`src/rtl/apb_pkg.sv`:
```
// Shared APB definitions: FSM state encodings and default bus widths,
// used by the APB master and the register-file completer.
package apb_pkg;

    localparam int ADDR_W_DEF = 8;
    localparam int DATA_W_DEF = 8;

    localparam logic [1:0] ST_IDLE   = 2'd0;
    localparam logic [1:0] ST_SETUP  = 2'd1;
    localparam logic [1:0] ST_ACCESS = 2'd2;
    localparam logic [1:0] ST_RESP   = 2'd3;

    // Counter width able to hold values 0..limit; never narrower than one bit.
    function automatic int cnt_width(input int limit);
        if (limit < 2)
            return 1;
        return $clog2(limit + 1);
    endfunction

endpackage

```
`src/rtl/apb_timeout_cnt.sv`:
```
// ACCESS-phase wait-state counter; flags expiry on the wait cycle that
// brings the count up to the configured limit (limit of 0 never expires).
module apb_timeout_cnt #(
    parameter int CNT_W = 4
) (
    input  logic             pclk,
    input  logic             preset_n,
    input  logic             clear,
    input  logic             enable,
    input  logic [CNT_W-1:0] limit,
    output logic             expired
);

    logic [CNT_W-1:0] count;

    always_ff @(posedge pclk or negedge preset_n) begin
        if (!preset_n)
            count <= '0;
        else if (clear)
            count <= '0;
        else if (enable)
            count <= count + 1'b1;
    end

    assign expired = enable && (limit != '0) && (count == limit - 1'b1);

endmodule

```
`src/rtl/apb_master.sv`:
```
// Single-outstanding APB requester: takes one command, runs SETUP/ACCESS
// with optional wait-state timeout, and holds the response until consumed.
module apb_master
    import apb_pkg::*;
#(
    parameter int ADDR_W      = ADDR_W_DEF,
    parameter int DATA_W      = DATA_W_DEF,
    parameter int TIMEOUT_CYC = 16
) (
    input  logic              pclk,
    input  logic              preset_n,

    input  logic              cmd_valid,
    output logic              cmd_ready,
    input  logic              cmd_write,
    input  logic [ADDR_W-1:0] cmd_addr,
    input  logic [DATA_W-1:0] cmd_wdata,

    output logic              rsp_valid,
    input  logic              rsp_ready,
    output logic [DATA_W-1:0] rsp_rdata,
    output logic              rsp_err,
    output logic              rsp_timeout,

    output logic              psel,
    output logic              penable,
    output logic              pwrite,
    output logic [ADDR_W-1:0] paddr,
    output logic [DATA_W-1:0] pwdata,
    input  logic [DATA_W-1:0] prdata,
    input  logic              pready,
    input  logic              pslverr
);

    localparam int CNT_W = cnt_width(TIMEOUT_CYC);

    logic [1:0] state;
    logic       to_expired;

    assign cmd_ready = (state == ST_IDLE);

    apb_timeout_cnt #(
        .CNT_W (CNT_W)
    ) u_timeout (
        .pclk     (pclk),
        .preset_n (preset_n),
        .clear    (state == ST_SETUP),
        .enable   ((state == ST_ACCESS) && !pready),
        .limit    (CNT_W'(TIMEOUT_CYC)),
        .expired  (to_expired)
    );

    // A ready completer always takes priority over a timeout in the same cycle.
    always_ff @(posedge pclk or negedge preset_n) begin
        if (!preset_n) begin
            state       <= ST_IDLE;
            psel        <= 1'b0;
            penable     <= 1'b0;
            pwrite      <= 1'b0;
            paddr       <= '0;
            pwdata      <= '0;
            rsp_valid   <= 1'b0;
            rsp_rdata   <= '0;
            rsp_err     <= 1'b0;
            rsp_timeout <= 1'b0;
        end else begin
            case (state)
                ST_IDLE: begin
                    if (cmd_valid) begin
                        pwrite <= cmd_write;
                        paddr  <= cmd_addr;
                        pwdata <= cmd_wdata;
                        psel   <= 1'b1;
                        state  <= ST_SETUP;
                    end
                end
                ST_SETUP: begin
                    penable <= 1'b1;
                    state   <= ST_ACCESS;
                end
                ST_ACCESS: begin
                    if (pready) begin
                        psel        <= 1'b0;
                        penable     <= 1'b0;
                        rsp_valid   <= 1'b1;
                        rsp_rdata   <= pwrite ? '0 : prdata;
                        rsp_err     <= pslverr;
                        rsp_timeout <= 1'b0;
                        state       <= ST_RESP;
                    end else if (to_expired) begin
                        psel        <= 1'b0;
                        penable     <= 1'b0;
                        rsp_valid   <= 1'b1;
                        rsp_rdata   <= '0;
                        rsp_err     <= 1'b1;
                        rsp_timeout <= 1'b1;
                        state       <= ST_RESP;
                    end
                end
                default: begin
                    if (rsp_ready) begin
                        rsp_valid <= 1'b0;
                        state     <= ST_IDLE;
                    end
                end
            endcase
        end
    end

endmodule
```
`config.mk`:
```
export PLATFORM = sky130hd
export DESIGN_NAME = apb_master
export DESIGN_NICKNAME = d
export VERILOG_FILES = /design/src/rtl/apb_pkg.sv /design/src/rtl/apb_timeout_cnt.sv /design/src/rtl/apb_master.sv
export SDC_FILE = /design/constraint.sdc
export NUM_CORES = 1
export LEC_CHECK = 0
export ABC_AREA = 1
export CORE_MARGIN = 5
export CORE_UTILIZATION = 45
export CTS_BUF_LIST = sky130_fd_sc_hd__clkbuf_8
export DETAILED_ROUTE_END_ITERATION = 10
export PLACE_DENSITY = 0.81
export SYNTH_ARGS = -nofsm -noshare
export SYNTH_HDL_FRONTEND = slang
export SYNTH_SLANG_ARGS = --single-unit
```
`constraint.sdc`:
```
create_clock -name pclk -period 2.3 [get_ports pclk]
set_input_delay 0.46 -clock pclk [delete_from_list [all_inputs] [get_ports pclk]]
set_output_delay 0.46 -clock pclk [all_outputs]
set_load 0.02 [all_outputs]
```
==> flow_summary.yaml <==
finish:
  antenna_cells: 0
  n_fill_cell: 309
  nets: 259
  final_area_um2: 2376
  syn2layout_area_growth_pct: 43.43
  finalNonFillerCells: 271
  drive_gt1_share_pct: 13.00
global_routing:
  grtUsageTotal_pct: 15.22
  grt_max_degree: 38
  grt_pass1_vias: 1301
  overflow: 0
  grt_pass1_wl_um: 5851
  antenna_found_initial: 0
status:
  outcome: "finished, final reports clean"
synth:
  synthesis.area_um2: 1657
  synth_cell_type_count: 17
  synth_edf_count: 0
  ys_warn_count: 0
  yosys.area.top_type: "dfrtp_1"
  syn_inst: 157
  netlist_top_cells_area: "dfrtp_1 (56%), nand2_1 (9.7%), mux2_4 (9.1%)"
  async_reset_ff_share_pct: 100.0
  postSynthAreaPerCell_um2: 10.55
  seq_area_frac_synth_pct: 55.89
  syn_nets: 194
  synth_seq_cells: 37
  yosysTopAreaCellShare_pct: 55.89
  synth_top_flop_cell: "dfrtp_1"
cts:
  htreeDepth: 2
  cts_buffers: 5
  hold_buffers: 0
  clock-sinks: 37
  clock_path_buffers: 2
  post_cts_resized: 0
  path_clk_slew_ps: 70
  cts_tree: "yes"
  post_cts_buffers: 0
  clock_latency_ps: 290
  root_buffer: "clkbuf_8"
sta:
  fin_crit_ps: 2136
  rsz0062_at_grt: "false"
  finalSetupTns_ps: 0
  hold_viol: 0
  finClkSkew_ps: 7.056
  timing.final.crit_share_pct: 92.87
  setup_violations: 0
  slew_headroom_pct: 46.11
  tightest_slew_ps: 808.4
  slew_violations: 0
  max_freq_mhz: 468.2
place:
  gp_congestion: 0.8518
  placed_cells: 263
  dpl_cell_area_um2: 2290
  io_buffer_count: 61
  hpwl_um: 2783
pwr:
  ir_worst_vdd_mv: 0.8162
  leakagePower_uw: 0.001157
  power_uw: 3343
  power-per-cell-area_nw_per_um2: 1407
min_path:
  hold_class: "input port to async pin"
critical_path:
  crit_type: "flip-flop to primary output"
  cp-end-kind: "primary output"
  cp.required_ps: 1840
  start_kind: "flip-flop"
  path_max_fanout: 4
  arrival_ps: 1680
detailed_routing:
  firstDrtPassIters: 4
  drt_wl_total_um: 3665
  routed_via_density: 4.797
  ant_nets: 0
  drc: 0
  vias: 1300
  drt_iter0_drc: 119
  avgRoutedWirePerCell_um: 13.52
floorplanning:
  die_w_um: 70.68
  core_area_um2: 3606
  dieArea_um2: 4995
  fp-row-count: 22
  ios: 62
  die_h_um: 70.68
  initial_utilization_pct: 45.94
flow_run:
  maxCapViolations: 0
per-layer routing:
layer | track usage, % | vias up | part of all wire (%)
li1 | - | 638 | -
met1 | 17.44 | 602 | 41
met2 | 23.18 | 52 | 45
met3 | 9.375 | 8 | 13
met4 | 5.846 | 0 | 1.7
met5 | 0 | - | 0
cells in the mapped netlist, drive strengths merged (2+ instances only):
master	n
nand2	44
nor2	14
inv	14
a21oi	5
buf	2
o21ai	3
dfrtp	37
mux2	17
ha	6
nand3	12
kinds of logic (layout without fill, tap and decap cells):
group                      after synthesis  count (layout)  synth area share (%)
and+or+nand+nor                         70              70                 17.22
DFF                                     37              37                 55.89
muxes                                   17              17                 13.82
buffers and inverters                   17              83                 5.136
AOI/OAI and AO/OA                       10              10                 3.399
adders and majority gates                6               6                 4.532
worst max-delay path, cell delays in order, from the launching register on:
cell,delay [ps]
dfrtp_1,410
inv_1,90
ha_1,250
clkdlybuf4s50_1,640
area by class of cell:
class                           count  area (um^2)  area share, %
Tap cell                           48        60.06          2.528
Timing Repair Buffer               61        605.6          25.49
Clock buffer                        5        68.82          2.896
Sequential cell                    37        925.9          38.97
Inverter                           14        52.55          2.212
Clock inverter                      3        17.52         0.7372
Multi-Input combinational cell    103        645.6          27.17
state kept, by name, indices dropped and copies added (netlist names):
signal / cells
penable: 1
rsp_valid: 1
u_timeout.count: 5
rsp_rdata: 8
paddr: 8
rsp_err: 1
rsp_timeout: 1
pwrite: 1
psel: 1
pwdata: 8
state: 2
per-stage QoR:
stage,setup WS (ps),util (%),hold slack (ps)
floorplan,766.5,-,164.4
global placement,494.5,63.50,468.6
detailed placement,458.6,63.50,464.7
CTS,145.9,65.89,284.1
global route,63.42,65.89,322.5
finish,163.9,65.89,255.1
where the power goes:
part           internal, uW  switching (uW)
clock                   209             236
sequential              956             174
combinational           877             892
worst paths after layout:
path,from,endpoint,slack (ps),cells after the start
min,preset_n,paddr[4],260,1
min in group pclk,rsp_rdata[2],rsp_rdata[2],480,2
max in group asynchronous,preset_n,u_timeout.count[3],1530,1
min reg2reg,rsp_rdata[2],rsp_rdata[2],480,2
max reg2reg,u_timeout.count[0],rsp_timeout,510,9
max,state[0],cmd_ready,160,3
layout by cell type, fill, tap and decap left out:
cell,synthesis,final
inv_1,12,12
dfrtp_1,37,37
o21ai_0,3,3
o22a_1,1,1
clkinvlp_4,0,1
nand2_1,43,43
ha_1,6,6
inv_2,2,2
buf_2,0,1
nand3_1,12,12
nand2_4,1,1
mux2_2,7,7
clkdlybuf4s50_1,0,60
clkinv_2,0,2
clkbuf_8,0,5
a21oi_1,5,5
nor2_1,14,14
a22oi_1,1,1
mux2_4,10,10
(Power assumes the default switching activity.)
